File: config.mk
export PLATFORM = sky130hd
export DESIGN_NAME = countdown_setter_flat
export DESIGN_NICKNAME = d
export VERILOG_FILES = /design/src/rtl/countdown_pkg.sv /design/src/rtl/countdown_setter_if.sv /design/src/rtl/button_debounce.sv /design/src/rtl/countdown_setter.sv /design/src/flat_wrapper.sv
export SDC_FILE = /design/constraint.sdc
export NUM_CORES = 1
export LEC_CHECK = 0
export CAP_MARGIN = 30
export CORE_ASPECT_RATIO = 0.8
export CORE_MARGIN = 5
export CORE_UTILIZATION = 33
export CTS_CLUSTER_DIAMETER = 40
export DETAILED_ROUTE_END_ITERATION = 12
export PLACE_DENSITY = 0.56
export REMOVE_ABC_BUFFERS = 1
export SYNTH_ARGS = -nofsm -noshare
export SYNTH_HDL_FRONTEND = slang
export SYNTH_SLANG_ARGS = --single-unit
File: constraint.sdc
create_clock -name clk -period 2.18 [get_ports clk]
set_input_delay 0.218 -clock clk [delete_from_list [all_inputs] [get_ports clk]]
set_output_delay 0.218 -clock clk [all_outputs]
set_load 0.03 [all_outputs]
File: src/rtl/countdown_pkg.sv
// Shared types and constants for the countdown front-panel editor.
// Digit order everywhere is sec_1 (index 0) up to hr_10 (index 5).
package countdown_pkg;

    typedef enum logic [1:0] {
        EDIT = 2'd0,
        RUN  = 2'd1,
        DONE = 2'd2
    } state_t;

    localparam int NUM_DIGITS = 6;
    localparam logic [3:0] FILL_NIBBLE = 4'hF;
    localparam logic [3:0] DIGIT_MAX [0:NUM_DIGITS-1] = '{4'd9, 4'd5, 4'd9, 4'd5, 4'd9, 4'd9};

    localparam logic [2:0] CUR_SEC_1  = 3'd0;
    localparam logic [2:0] CUR_SEC_10 = 3'd1;
    localparam logic [2:0] CUR_MIN_1  = 3'd2;
    localparam logic [2:0] CUR_MIN_10 = 3'd3;
    localparam logic [2:0] CUR_HR_1   = 3'd4;
    localparam logic [2:0] CUR_HR_10  = 3'd5;

    // Bit positions of the buttons inside the packed press vector.
    localparam int BTN_RIGHT = 0;
    localparam int BTN_LEFT  = 1;
    localparam int BTN_DOWN  = 2;
    localparam int BTN_UP    = 3;
    localparam int BTN_START = 4;

    // Wrapping single-digit step in either direction.
    function automatic logic [3:0] digit_step(input logic [3:0] value,
                                              input logic [3:0] max_value,
                                              input logic       up);
        if (up) begin
            return (value == max_value) ? 4'd0 : value + 4'd1;
        end
        return (value == 4'd0) ? max_value : value - 4'd1;
    endfunction

endpackage

File: src/rtl/countdown_setter_if.sv
// Link between the setter (master) and the countdown core (slave).
interface countdown_setter_if;

    logic [31:0] time_set;
    logic        go;
    logic        finish;

    modport master (output time_set, output go, input finish);
    modport slave  (input time_set, input go, output finish);

endinterface

File: src/rtl/button_debounce.sv
// Synchronises one raw push-button, debounces it and emits a 1-cycle pulse
// on each accepted press (no auto-repeat while held).
module button_debounce #(
    parameter int DB_CYCLES = 2_000_000
) (
    input  logic clk,
    input  logic rst,
    input  logic btn_raw,
    output logic btn_stable,
    output logic btn_press
);

    localparam int CW = $clog2(DB_CYCLES + 1);

    logic          sync_meta;
    logic          sync_out;
    logic [CW-1:0] count;

    // The counter only runs while the synchronised input disagrees with the
    // accepted value, so any bounce back restarts the qualification window.
    always_ff @(posedge clk) begin
        if (rst) begin
            sync_meta  <= 1'b0;
            sync_out   <= 1'b0;
            count      <= '0;
            btn_stable <= 1'b0;
            btn_press  <= 1'b0;
        end else begin
            sync_meta <= btn_raw;
            sync_out  <= sync_meta;
            btn_press <= 1'b0;
            if (sync_out == btn_stable) begin
                count <= '0;
            end else if (count == CW'(DB_CYCLES - 1)) begin
                count      <= '0;
                btn_stable <= sync_out;
                btn_press  <= sync_out;
            end else begin
                count <= count + CW'(1);
            end
        end
    end

endmodule

File: src/rtl/countdown_setter.sv
// Front-panel editor and run control: edits a 6-digit BCD preset with a
// cursor, starts/aborts the countdown and acknowledges its finish flag.
module countdown_setter
    import countdown_pkg::*;
#(
    parameter int          DB_CYCLES    = 2_000_000,
    parameter int          BLINK_HALF   = 25_000_000,
    parameter logic [31:0] DEFAULT_TIME = 32'h00F01F00
) (
    input  logic               clk,
    input  logic               rst,
    input  logic               btn_up,
    input  logic               btn_down,
    input  logic               btn_left,
    input  logic               btn_right,
    input  logic               btn_start,
    countdown_setter_if.master cd,
    output logic [2:0]         cursor,
    output logic               blink,
    output logic               editing
);

    localparam int BW = $clog2(BLINK_HALF + 1);

    state_t        state;
    state_t        state_next;
    logic [3:0]    digit [0:NUM_DIGITS-1];
    logic [4:0]    btn_raw;
    logic [4:0]    press;
    logic          act_start;
    logic          act_up;
    logic          act_down;
    logic          act_left;
    logic          act_right;
    logic          all_zero;
    logic          fin_meta;
    logic          fin_sync;
    logic [BW-1:0] blink_count;
    logic          blink_phase;

    assign btn_raw = {btn_start, btn_up, btn_down, btn_left, btn_right};

    for (genvar i = 0; i < 5; i++) begin : g_db
        button_debounce #(.DB_CYCLES(DB_CYCLES)) u_db (
            .clk        (clk),
            .rst        (rst),
            .btn_raw    (btn_raw[i]),
            .btn_stable (),
            .btn_press  (press[i])
        );
    end

    // finish comes from the countdown's slow clock domain.
    always_ff @(posedge clk) begin
        if (rst) begin
            fin_meta <= 1'b0;
            fin_sync <= 1'b0;
        end else begin
            fin_meta <= cd.finish;
            fin_sync <= fin_meta;
        end
    end

    assign all_zero = ((digit[0] | digit[1] | digit[2] |
                        digit[3] | digit[4] | digit[5]) == 4'd0);

    always_ff @(posedge clk) begin
        if (rst) begin
            state <= EDIT;
        end else begin
            state <= state_next;
        end
    end

    // Only the highest-priority press of a cycle survives.
    always_comb begin
        act_start  = press[BTN_START];
        act_up     = press[BTN_UP]    & ~press[BTN_START];
        act_down   = press[BTN_DOWN]  & ~(|press[BTN_START:BTN_UP]);
        act_left   = press[BTN_LEFT]  & ~(|press[BTN_START:BTN_DOWN]);
        act_right  = press[BTN_RIGHT] & ~(|press[BTN_START:BTN_LEFT]);
        state_next = state;
        case (state)
            EDIT: if (act_start && !all_zero) state_next = RUN;
            RUN: begin
                if (fin_sync)       state_next = DONE;
                else if (act_start) state_next = EDIT;
            end
            DONE: if (act_start) state_next = EDIT;
            default: state_next = EDIT;
        endcase
    end

    always_ff @(posedge clk) begin
        if (rst) begin
            digit[0] <= DEFAULT_TIME[3:0];
            digit[1] <= DEFAULT_TIME[7:4];
            digit[2] <= DEFAULT_TIME[15:12];
            digit[3] <= DEFAULT_TIME[19:16];
            digit[4] <= DEFAULT_TIME[27:24];
            digit[5] <= DEFAULT_TIME[31:28];
            cursor   <= CUR_SEC_1;
        end else if (state == EDIT) begin
            for (int i = 0; i < NUM_DIGITS; i++) begin
                if (cursor == 3'(i)) begin
                    if (act_up) begin
                        digit[i] <= digit_step(digit[i], DIGIT_MAX[i], 1'b1);
                    end else if (act_down) begin
                        digit[i] <= digit_step(digit[i], DIGIT_MAX[i], 1'b0);
                    end
                end
            end
            if (act_left) begin
                cursor <= (cursor == CUR_HR_10) ? CUR_SEC_1 : cursor + 3'd1;
            end else if (act_right) begin
                cursor <= (cursor == CUR_SEC_1) ? CUR_HR_10 : cursor - 3'd1;
            end
        end
    end

    // Held cleared outside EDIT, so each entry to EDIT restarts the blink.
    always_ff @(posedge clk) begin
        if (rst) begin
            blink_count <= '0;
            blink_phase <= 1'b1;
        end else if (state != EDIT) begin
            blink_count <= '0;
            blink_phase <= 1'b1;
        end else if (blink_count == BW'(BLINK_HALF - 1)) begin
            blink_count <= '0;
            blink_phase <= ~blink_phase;
        end else begin
            blink_count <= blink_count + BW'(1);
        end
    end

    assign cd.time_set = {digit[5], digit[4], FILL_NIBBLE, digit[3],
                          digit[2], FILL_NIBBLE, digit[1], digit[0]};
    assign cd.go       = (state != EDIT);
    assign editing     = (state == EDIT);
    assign blink       = (state == EDIT) ? blink_phase : 1'b1;

endmodule

File: src/flat_wrapper.sv
// flat-port wrapper written by rule: the top's interface ports become plain ports
module countdown_setter_flat import countdown_pkg::*;
#(
    parameter int          DB_CYCLES    = 2_000_000,
    parameter int          BLINK_HALF   = 25_000_000,
    parameter logic [31:0] DEFAULT_TIME = 32'h00F01F00
)
  (clk, rst, btn_up, btn_down, btn_left, btn_right, btn_start, cursor, blink, editing, cd_time_set, cd_go, cd_finish);
  countdown_setter_if cd_i ();
  input  logic clk;
  input  logic rst;
  input  logic btn_up;
  input  logic btn_down;
  input  logic btn_left;
  input  logic btn_right;
  input  logic btn_start;
  output logic [2:0] cursor;
  output logic blink;
  output logic editing;
  output wire logic [$bits(cd_i.time_set)-1:0] cd_time_set;
  output wire logic [$bits(cd_i.go)-1:0] cd_go;
  input wire logic [$bits(cd_i.finish)-1:0] cd_finish;
  assign cd_time_set = cd_i.time_set;
  assign cd_go = cd_i.go;
  assign cd_i.finish = cd_finish;
  countdown_setter #(.DB_CYCLES(DB_CYCLES), .BLINK_HALF(BLINK_HALF), .DEFAULT_TIME(DEFAULT_TIME)) u_core (.clk(clk), .rst(rst), .btn_up(btn_up), .btn_down(btn_down), .btn_left(btn_left), .btn_right(btn_right), .btn_start(btn_start), .cd(cd_i), .cursor(cursor), .blink(blink), .editing(editing));
endmodule
### Word level (Yosys, flattened, before mapping)

Memory sizes are Yosys's and may differ from the RTL's.
Cells that the tools add are included.
Widths: inputs -> output; s select.

| cells by class | value |
|---|---|
| add/sub/neg operators | 20 |
| muxes and demuxes | 135 |
| equality and inequality tests | 25 |
| bitwise logic cells | 36 |
| reduce and logical (&&, ||, !) cells | 34 |

Operator list:

| operator | count |
|---|---|
| $mux 4 | 54 |
| $add 21x1->21 const B | 5 |
| $eq 21x21->1 const B | 5 |
| $mux 1 | 73 |
| $reduce_or 3->1 | 12 |
| $logic_not 4->1 | 7 |
| $add 25x1->25 const B | 1 |
| $eq 25x25->1 const B | 1 |
| $add 4x1->4 const B | 6 |
| $sub 4x1->4 const B | 6 |
| $or 4x4->4 | 5 |
| $eq 4x4->1 const B | 4 |
| $not 1->1 | 15 |
| $mux 3 | 4 |
| $or 1x1->1 | 12 |
| $reduce_and 2->1 | 6 |
| $eq 4x3->1 const B | 2 |
| $eq 3x2->1 const B | 2 |
| $eq 3x3->1 const B | 2 |
| $mux 2 | 3 |
| $pmux 2 s3 | 1 |
| $eq 1x1->1 | 5 |
| $and 1x1->1 | 4 |
| $reduce_bool 2->1 | 2 |
| 12 further kinds | 13 |

| word-level totals | value |
|---|---|
| memories kept | 1 |
| input bits | 8 |
| bits in writable memories | 24 |
| flip-flop bits (word level) | 158 |

Memories:

| memory | words | width | rd ports | clocked after memory_dff | wr ports | line | text |
|---|---|---|---|---|---|---|---|
| u_core.digit | 6 | 4 | 6 | 0 | 6 | countdown_setter.sv:27 | `logic [3:0] digit [0:NUM_DIGITS-1];` |

### Depth between registers and ports, before layout

Gate-level depths: netlist of the first run.

| logic depth | value |
|---|---|
| word-level depth | 13 |
| depth in mapped cells | 8 |

### Hierarchy

Synthesis of the first run repeated with hierarchy kept, for this count alone.

| unflattened totals | value |
|---|---|
| cell total of the unflattened synthesis | 1,059 |
| area total of the unflattened synthesis | 9,173.8 um^2 |

Modules (own cells, without submodules):

| module | sequential area each (um^2) | cells each | area each (um^2) | instances |
|---|---|---|---|---|
| button_debounce | 500.5 | 125 | 1,106.1 | 5 |
| countdown_setter | 1,381.3 | 434 | 3,643.5 | 1 |

### Least setup slack after synthesis of the first run

Ideal clock, no wire load.

| timing | value |
|---|---|
| path kind | register to register |
| start | reg u_core.g_db[2].u_db.count[0] |
| end | reg u_core.g_db[2].u_db.count[20] |
| stages on the path, launching flop included | 7 |
| data required time | 2.114 ns |
| arrival time | 2.025 ns |
| path slack | 0.089 ns |
| cell sequence | dfxtp_1 ha_1 nand4_4 or4_1 buf_2 or4_4 a21oi_2 |

| between the ends | value |
|---|---|
| longest elaborated chain between the ends | 2 |
| elaborated cells on any way between the ends | 3 |
| classes of those cells | 1 x add/sub; 1 x eq/ne; 1 x reduce/logical |

Ends and longest elaborated chain:

| item | line | text |
|---|---|---|
| from (decl) | button_debounce.sv:17 | `logic [CW-1:0] count;` |
| from (signal assigned) | button_debounce.sv:39 | `count <= count + CW'(1);` |
| parallel branches: the longest is 2 deep, another holds $add 21x1->21 | n/a |  |

Several ways; the timed one is not identified.
A chain may end at the register's enable or synchronous reset.

### Worst setup path in the final report of the first run

| timing | value |
|---|---|
| start | reg u_core.g_db[4].u_db.count[0] |
| end | reg u_core.g_db[4].u_db.count[20] |

| between the ends | value |
|---|---|
| longest elaborated chain between the ends | 2 |
| elaborated cells on any way between the ends | 3 |
| classes of those cells | 1 x add/sub; 1 x eq/ne; 1 x reduce/logical |

Ends and longest elaborated chain:

| item | line |
|---|---|
| from (decl) | button_debounce.sv:17 |
| from (signal assigned) | button_debounce.sv:39 |
| parallel branches: the longest is 2 deep, another holds $add 21x1->21 | n/a |

Several ways; the timed one is not identified.

==> results.py, run 1 <==
metrics = {
    "run_status": {
        "status": "finished clean",
    },
    "critical_path": {
        "slack_of_the_worst_reg_to_reg_path_ns": 0.13,
        "worst_path_largest_cell_delay_ns": 0.53,
        "critical_path.cell_chain": "ha_1, nand4_1, or3_1, or4_1, a21oi_1",
        "timing_worst_setup_path_type": "reg -> reg",
        "crit_fanout": 8,
        "crit_arrival_ns": 2.41,
        "cp_data_required_time_ns": 2.54,
        "crit_path_top_delay_cell": "or3_1",
        "endpoint_kind": "flop",
        "setup.worst_path.start_class": "flop",
    },
    "layout": {
        "final_core_utilization_pct": 39.49,
        "antenna_cells": 0,
        "syn2layout_area_growth_pct": 18.05,
        "num-fill-cells": 2772,
        "fin_area_um2": 10780,
        "final_cell_count_no_fill": 1491,
        "final_net_count": 1132,
        "layout-drive-gt1-share_pct": 10.29,
    },
    "floorplanning": {
        "row_count": 54,
        "floorplan.die.width_um": 196.0,
        "core_um2": 27300,
        "fp.dieArea_um2": 31120,
        "io_pins": 46,
        "initial_utilization_pct": 33.45,
        "floorplan.die.height_um": 158.8,
    },
    "global_routing": {
        "via_count_of_the_first_global_routing_pass": 6931,
        "grt_first_pass_wirelength_mm": 34.26,
        "grt-ovfl-total": 0,
        "antenna_found_initial": 0,
        "grt_start_max_net_pins": 32,
        "globalRouteTotalUtil_pct": 12.82,
    },
    "place": {
        "portbufs": 37,
        "placement.setup.worst_slack_ns": 0.1227,
        "gp_congestion": 0.8148,
        "placed_cell_area_um2": 10150,
        "place.detailed.instances": 1459,
        "place.detailed.hpwl_mm": 14.40,
    },
    "timing": {
        "setup_tns_ns": 0,
        "whs_ns": 0.2317,
        "final_period_minus_worst_setup_slack_ns": 2.051,
        "setup_slack_ns": 0.1290,
        "setup_violations": 0,
        "timing.final.max_slew_violations": 0,
        "timing.final.hold_violations": 0,
        "grt_setup_unrepaired": "false",
        "layout_worst_path_cycle_share_pct": 94.08,
        "skew_ns": 0.01170,
        "clock.fmax_ghz": 0.4876,
    },
    "synth": {
        "synth-async-reset-ratio_pct": 0,
        "syn-mean-instance-area_um2": 8.631,
        "postSynth.topFlopCell": "dfxtp_1",
        "netlist_area_um2": 9131,
        "synth.lib_cells_used.distinct": 74,
        "yosys_warnings": 0,
        "leading_area_contributor_after_synthesis": "dfxtp_1",
        "yosysSeqAreaShare_pct": 42.53,
        "synthesis.instances": 1058,
        "yosysTopAreaCellShare_pct": 34.64,
        "synth_edf_count": 24,
        "ys_ff_latch": 182,
        "netlist_top_cells_area": "dfxtp_1, edfxtp_1, xnor2_1",
    },
    "clocking": {
        "clock_insertion_delay_worst_skew_ns": 0.43,
        "clk_pin_slew_ns": 0.07,
        "cts.repair_timing.setup_buffer_count": 0,
        "numClockSinks": 182,
        "cts_hold_buf": 0,
        "cts_tree": "built",
        "clock_tree.root_cell": "clkbuf_16",
        "cts-htree-levels": 4,
        "tritoncts.num_buffers": 17,
        "clock_path_buffers": 2,
    },
    "drt": {
        "firstDrtPassIters": 5,
        "wirelength_mm": 20.24,
        "antenna_left": 0,
        "detail_route.drc_violations": 0,
        "post_drt_via_cell_ratio": 5.136,
        "vias": 7658,
        "avgRoutedWirePerCell_um": 13.57,
        "initial_drc_count": 517,
    },
    "power_and_ir_drop": {
        "power.net_switching_mw": 1.563,
        "p_per_area_nw_per_um2": 655.6,
        "share_comb_of_total_power_pct": 4.4,
        "swShare_pct": 22.11,
        "cellInternalPower_mw": 5.504,
        "p_leak_nw": 3.365,
        "clockPowerShare_pct": 45.9,
        "p_seq_share_pct": 49.6,
        "power.ir.vdd_worst_uv": 525.2,
        "totalPowerFinal_mw": 7.067,
    },
    "job": {
        "cap_violations": 0,
    },
    "worst_hold_path": {
        "worst_hold_path_type": "in -> reg",
    },
}
-- metal layers --
layer,vias up,share of wire (%),global-route usage [%]
li1,3951,-,-
met4,0,0.97,3.236
met2,112,42,18.69
met1,3583,53,19.04
met3,12,3.8,3.008
met5,-,0,0
-- critical path: cells and delay by family (launching register included) --
family	cells	cell delay (ns)
flops	1	0.35
compound gates	1	0.15
fa+ha+maj	1	0.21
simple gates	3	1.27
-- cells in the mapped netlist (all sizes together) (3+ instances only) --
master / instances
a211oi: 4
a21o: 3
a21oi: 65
a311oi: 7
a31oi: 10
a41oi: 3
and2: 8
and3: 16
and4: 10
buf: 21
clkbuf: 38
dfxtp: 158
edfxtp: 24
ha: 10
inv: 31
mux2i: 3
nand2: 57
nand2b: 18
nand3: 59
nand3b: 6
nand4: 33
nand4b: 5
nor2: 125
nor2b: 18
nor3: 33
nor3b: 7
nor4: 28
nor4b: 9
o21ai: 41
o31ai: 18
o41ai: 4
or2: 7
or3: 33
or4: 30
or4b: 4
xnor2: 56
xor2: 28
-- placed cells by master (no fill, tap or decap), types with 18 or more instances in the layout --
cell	n
nand3_1	58
nand2b_1	18
inv_1	31
a21oi_1	63
nand4_1	28
or4_1	27
edfxtp_1	24
nand2_1	57
nor2_1	125
or3_1	31
nor4_1	28
dfxtp_1	158
o21ai_0	38
xor2_1	28
nor3_1	31
nor2b_1	18
buf_4	49
xnor2_1	56
clkdlybuf4s50_1	34
-- flip-flops by register name (all words and copies together) (netlist names) --
register                     flops
u_core.g_db.u_db.count         105
u_core.cursor                    3
u_core.fin_sync                  1
u_core.g_db.u_db.sync_out        5
u_core.fin_meta                  1
u_core.blink_phase               1
u_core.g_db.u_db.btn_press       5
u_core.digit                    24
u_core.g_db.u_db.btn_stable      5
u_core.blink_count              25
u_core.state                     2
u_core.g_db.u_db.sync_meta       5
-- power groups by stage --
stage / combinational (mW) / clock [mW] / sequential [mW]
finish: 0.311 / 3.25 / 3.51
global placement: 0.311 / 0 / 3.58
floorplan: 0.139 / 0 / 3.61
CTS: 0.315 / 3.36 / 3.51
detailed placement: 0.314 / 0 / 3.58
global route: 0.337 / 3.51 / 3.52
-- layout make-up --
cell class	count	area, um2	share of cell area, %
Multi-Input combinational cell	793	4902	45.48
Inverter	31	116.4	1.080
Clock buffer	23	488.0	4.527
Timing Repair Buffer	89	794.5	7.371
Tap cell	364	455.4	4.225
Clock inverter	9	138.9	1.288
Sequential cell	182	3884	36.03
-- kinds of logic (layout without fill, tap and decap cells) --
logic type                 count (synthesis)  in the layout  synth area share [%]
muxes                                      4              4                0.4522
DFF                                      182            182                 42.53
xor gates and xnor gates                  84             84                 8.057
adders and majority gates                 10             10                 1.370
and+or+nand+nor                          511            511                 31.15
AOI/OAI and AO/OA                        176            176                 12.24
other                                      1              8               0.04107
buffers and inverters                     90            152                 4.166
-- path summary, 6_finish.rpt --
kind,depth (start not counted),endpoint,startpoint
max reg2reg,5,u_core.g_db[4].u_db.count[20],u_core.g_db[4].u_db.count[0]
min,3,u_core.cursor[0],rst
max,5,u_core.g_db[4].u_db.count[20],u_core.g_db[4].u_db.count[0]
min reg2reg,1,u_core.g_db[4].u_db.sync_out,u_core.g_db[4].u_db.sync_meta
-- repair_timing --
action | in CTS | in global routing
pin swaps | 0 | 0
endpoints found under the setup margin | 1 | 2
resized for setup | 1 | 2
Note: power is estimated with default switching activity, not from simulation.
==> run 2: changes to the inputs <==
--- a/config.mk
+++ b/config.mk
@@ -12,6 +12,7 @@
 export CTS_CLUSTER_DIAMETER = 40
 export DETAILED_ROUTE_END_ITERATION = 12
 export PLACE_DENSITY = 0.56
+export RECOVER_POWER = 25
 export REMOVE_ABC_BUFFERS = 1
 export SYNTH_ARGS = -nofsm -noshare
 export SYNTH_HDL_FRONTEND = slang
==> results.py, run 2 (same netlist as run 1, synthesis figures left out) <==
metrics = {
    "run_status": {
        "status": "finished clean",
    },
    "timing": {
        "whs_ns": 0.2714,
        "timing.final.max_slew_violations": 0,
        "setup_violations": 0,
        "skew_ns": 0.01163,
        "relSlewSlack_pct": 6.503,
        "actual_slew_at_the_worst_max_slew_pin_ns": 1.402,
        "grt_setup_unrepaired": "false",
        "final_period_minus_worst_setup_slack_ns": 2.050,
        "timing.final.hold_violations": 0,
        "layout_worst_path_cycle_share_pct": 94.03,
        "clock.fmax_ghz": 0.4878,
    },
    "layout": {
        "regMostFlops": "u_core.g_db.u_db.count",
        "layout-drive-gt1-share_pct": 9.494,
        "syn2layout_area_growth_pct": 17.27,
        "layout_top_registers": "u_core.g_db.u_db.count: 105 flops, u_core.blink_count: 25 flops, u_core.digit: 24 flops",
        "final_net_count": 1132,
        "final_cell_mix": "dfxtp_1, nor2_1, a21oi_1",
        "flip_flop_count_of_the_largest_register_all_copies_and_words_added": 105,
        "final_core_utilization_pct": 39.23,
        "mostFrequentLayoutCell": "dfxtp_1",
        "antenna_cells": 0,
    },
    "clocking": {
        "clock_path_buffers": 2,
        "cts-htree-levels": 4,
        "clock_tree.root_cell": "clkbuf_16",
        "clk_pin_slew_ns": 0.07,
        "cts_repair_resize_count": 1,
        "numClockSinks": 182,
        "clock_insertion_delay_worst_skew_ns": 0.43,
        "cts_hold_buf": 0,
        "tritoncts.num_buffers": 17,
        "cts_tree": "built",
        "cts.repair_timing.setup_buffer_count": 0,
    },
    "critical_path": {
        "crit-reg2reg-launch": "u_core.g_db[4].u_db.count[0]",
        "crit_arrival_ns": 2.41,
        "critical_path.endpoint": "u_core.g_db[4].u_db.count[20]",
        "crit_fanout": 8,
        "slack_of_the_worst_reg_to_reg_path_ns": 0.13,
        "reg2reg_to": "u_core.g_db[4].u_db.count[20]",
        "cp_data_required_time_ns": 2.54,
        "endpoint_kind": "flop",
        "setup.worst_path.start_class": "flop",
        "critPathLaunch": "u_core.g_db[4].u_db.count[0]",
        "timing.reg2reg.worst_path_depth": 5,
        "timing_worst_setup_path_type": "reg -> reg",
    },
    "drt": {
        "detail_route.drc_violations": 0,
        "wl_met2_mm": 8.595,
        "m1WireLength_mm": 10.71,
        "initial_drc_count": 458,
        "met3RoutedLength_um": 746,
        "vias": 7645,
        "maxUsedRoutingLayer": "met4",
        "wirelength_mm": 20.26,
        "avgRoutedWirePerCell_um": 13.59,
        "firstDrtPassIters": 4,
        "antenna_left": 0,
        "post_drt_via_cell_ratio": 5.127,
    },
    "floorplanning": {
        "core_um2": 27300,
        "io_pins": 46,
        "floorplan.die.height_um": 158.8,
        "row_count": 54,
        "floorplan.die.width_um": 196.0,
        "initial_utilization_pct": 33.45,
        "fp.dieArea_um2": 31120,
    },
    "power_and_ir_drop": {
        "p_per_area_nw_per_um2": 659.3,
        "power.ir.vdd_worst_uv": 525.0,
        "p_leak_nw": 3.328,
    },
    "place": {
        "place.detailed.hpwl_mm": 14.40,
        "portbufs": 37,
        "gp_congestion": 0.8148,
    },
    "global_routing": {
        "grt-ovfl-total": 0,
        "via_count_of_the_first_global_routing_pass": 6931,
        "grt_first_pass_wirelength_mm": 34.26,
        "grt_start_max_net_pins": 32,
        "globalRouteTotalUtil_pct": 12.82,
        "antenna_found_initial": 0,
    },
    "worst_hold_path": {
        "worst_hold_path_type": "in -> reg",
        "hold_path_depth": 3,
    },
    "job": {
        "cap_violations": 0,
    },
}
[run 2: report_power, final]
group / internal [mW] / leakage, nW / switching, mW
clock: 1.94 / 0.308 / 1.31
combinational: 0.121 / 1.51 / 0.181
sequential: 3.43 / 1.51 / 0.0739
total: 5.50 / 3.33 / 1.56
[run 2: through the flow]
step                cell area, um2  worst slack (ns)  instances  setup TNS (ns)  power [mW]
floorplan                     8894           -0.5230       1006          -15.54       3.747
global placement             10150            0.1399       1459               0       3.893
detailed placement           10150            0.1227       1459               0       3.897
CTS                          10770          0.009758       1491               0       7.182
global route                 10710          0.006050       1491               0       7.350
finish                       10710            0.1301       1491               0       7.060
[run 2: worst min-delay path by stage]
stage                                         endpoint  slack (ns)                           from
final                                 u_core.cursor[0]        0.27                            rst
after global routing                   u_core.fin_sync        0.28                            rst
after CTS                             u_core.cursor[0]        0.21                            rst
after detailed placement  u_core.g_db[4].u_db.sync_out        0.43  u_core.g_db[4].u_db.sync_meta
after global placement    u_core.g_db[1].u_db.sync_out        0.42  u_core.g_db[1].u_db.sync_meta
after floorplan                       u_core.cursor[2]        0.29                            rst
[run 2: area by class of cell]
class	instances	area [um2]
clock inverters	9	138.9
well taps	364	455.4
flip-flops and latches	182	3884
multi-input cells	793	4873
fillers	2782	16590
repair buffers	89	752.0
inverters	31	116.4
clock buffers	23	488.0
[run 2: per-layer routing]
layer / vias to the layer above / global-route usage [%]
li1: 3947 / -
met3: 12 / 3.008
met1: 3575 / 19.04
met2: 111 / 18.69
met5: - / 0
met4: 0 / 3.236
[run 2: critical path: stages, from the launching register on]
cell,delay (ns)
dfxtp_1,0.35
ha_1,0.21
nand4_1,0.24
or3_1,0.53
or4_1,0.50
a21oi_1,0.15
==> run 3: changes to the inputs <==
--- a/config.mk
+++ b/config.mk
@@ -11,6 +11,7 @@
 export CORE_UTILIZATION = 33
 export CTS_CLUSTER_DIAMETER = 40
 export DETAILED_ROUTE_END_ITERATION = 12
+export MAX_ROUTING_LAYER = met4
 export PLACE_DENSITY = 0.56
 export RECOVER_POWER = 25
 export REMOVE_ABC_BUFFERS = 1
==> results.py, run 3 (same netlist as run 1, synthesis figures left out) <==
metrics = {
    "clocking": {
        "numClockSinks": 182,
        "clock_insertion_delay_worst_skew_ns": 0.43,
        "cts_tree": "built",
        "clock_tree.root_cell": "clkbuf_16",
        "clk_pin_slew_ns": 0.07,
        "cts_hold_buf": 0,
        "clock_path_buffers": 2,
        "tritoncts.num_buffers": 17,
        "cts-htree-levels": 4,
    },
    "timing": {
        "timing.final.hold_violations": 0,
        "setup_violations": 0,
        "relSlewSlack_pct": 6.963,
        "grt_setup_unrepaired": "false",
        "skew_ns": 0.01212,
        "timing.final.max_slew_violations": 0,
        "clock.fmax_ghz": 0.4877,
        "setup_slack_ns": 0.1296,
        "layout_worst_path_cycle_share_pct": 94.06,
        "setup_tns_ns": 0,
        "whs_ns": 0.2701,
        "actual_slew_at_the_worst_max_slew_pin_ns": 1.396,
        "final_period_minus_worst_setup_slack_ns": 2.050,
    },
    "critical_path": {
        "timing_worst_setup_path_type": "reg -> reg",
        "crit_path_top_delay_cell": "or3_1",
        "crit_fanout": 8,
        "crit_arrival_ns": 2.41,
        "endpoint_kind": "flop",
        "setup.worst_path.start_class": "flop",
        "critical_path.cell_chain": "ha_1, nand4_1, or3_1, or4_1, a21oi_1",
        "critPathLaunch": "u_core.g_db[4].u_db.count[0]",
        "crit-reg2reg-launch": "u_core.g_db[4].u_db.count[0]",
        "worst_path_largest_cell_delay_ns": 0.53,
        "cp_data_required_time_ns": 2.54,
    },
    "layout": {
        "mostFrequentLayoutCell": "dfxtp_1",
        "fin_area_um2": 10710,
        "layout_top_registers": "u_core.g_db.u_db.count: 105 flops, u_core.blink_count: 25 flops, u_core.digit: 24 flops",
        "syn2layout_area_growth_pct": 17.27,
        "flip_flop_count_of_the_largest_register_all_copies_and_words_added": 105,
        "final_cell_count_no_fill": 1491,
        "final_cell_mix": "dfxtp_1, nor2_1, a21oi_1",
        "antenna_cells": 0,
        "regMostFlops": "u_core.g_db.u_db.count",
        "layout-drive-gt1-share_pct": 9.494,
        "final_core_utilization_pct": 39.23,
        "final_net_count": 1132,
    },
    "drt": {
        "initial_drc_count": 451,
        "vias": 7625,
        "wirelength_mm": 20.26,
        "post_drt_via_cell_ratio": 5.114,
        "antenna_left": 0,
        "avgRoutedWirePerCell_um": 13.59,
        "firstDrtPassIters": 5,
        "detail_route.drc_violations": 0,
    },
    "floorplanning": {
        "row_count": 54,
        "core_um2": 27300,
        "initial_utilization_pct": 33.45,
        "floorplan.die.height_um": 158.8,
        "fp.dieArea_um2": 31120,
        "floorplan.die.width_um": 196.0,
        "io_pins": 46,
    },
    "global_routing": {
        "antenna_found_initial": 0,
        "globalRouteTotalUtil_pct": 13.21,
        "via_count_of_the_first_global_routing_pass": 6919,
        "grt-ovfl-total": 0,
        "grt_first_pass_wirelength_mm": 34.27,
        "grt_start_max_net_pins": 32,
    },
    "place": {
        "place.detailed.hpwl_mm": 14.40,
        "placement.setup.worst_slack_ns": 0.1227,
        "portbufs": 37,
        "placed_cell_area_um2": 10150,
        "place.detailed.instances": 1459,
        "gp_congestion": 0.8269,
    },
    "power_and_ir_drop": {
        "p_leak_nw": 3.328,
        "power.ir.vdd_worst_uv": 524.8,
        "totalPowerFinal_mw": 7.059,
        "p_per_area_nw_per_um2": 659.2,
    },
    "worst_hold_path": {
        "hold_start": "rst",
        "worst_hold_path_type": "in -> reg",
    },
    "job": {
        "cap_violations": 0,
    },
    "run_status": {
        "status": "finished clean",
    },
}
-- run 3: worst max-delay path: cells and delay by family, from the launching register on --
kind,cells,cell delay (ns)
flip-flops,1,0.35
adder cells (fa/ha/maj),1,0.21
AO/OA/AOI/OAI,1,0.15
AND/OR/NAND/NOR,3,1.27
-- run 3: cell type report --
type | count | area, um2
Fill cell | 2782 | 16590
Multi-Input combinational cell | 793 | 4873
Sequential cell | 182 | 3884
Timing Repair Buffer | 89 | 752.0
Clock buffer | 23 | 488.0
Tap cell | 364 | 455.4
Clock inverter | 9 | 138.9
Inverter | 31 | 116.4
-- run 3: what timing repair did --
item | CTS | global route
setup endpoints to repair | 1 | 2
resized for setup | 1 | 2
setup buffers | 0 | 0
-- run 3: layer usage --
metal  routed length, um  global-route usage (%)  vias up
met5                   0                       -        -
met4                 201                   3.236        0
met3                 725                   3.030       13
met2                8600                   18.66       99
met1               10740                   19.07     3562
li1                    -                       -     3951
-- run 3: path summary, 6_finish.rpt --
| check | to | cells after the start | slack, ns |
|---|---|---|---|
| worst max-delay path | u_core.g_db[4].u_db.count[20] | 5 | 0.13 |
| worst min-delay path | u_core.cursor[0] | 3 | 0.27 |
| worst max register to register | u_core.g_db[4].u_db.count[20] | 5 | 0.13 |
| worst min register to register | u_core.g_db[4].u_db.sync_out | 1 | 0.44 |
-- run 3: where the power goes --
part | leakage (nW) | switching, mW | internal [mW]
Sequential | 1.51 | 0.0739 | 3.43
Combinational | 1.51 | 0.181 | 0.121
Clock | 0.308 | 1.31 | 1.94
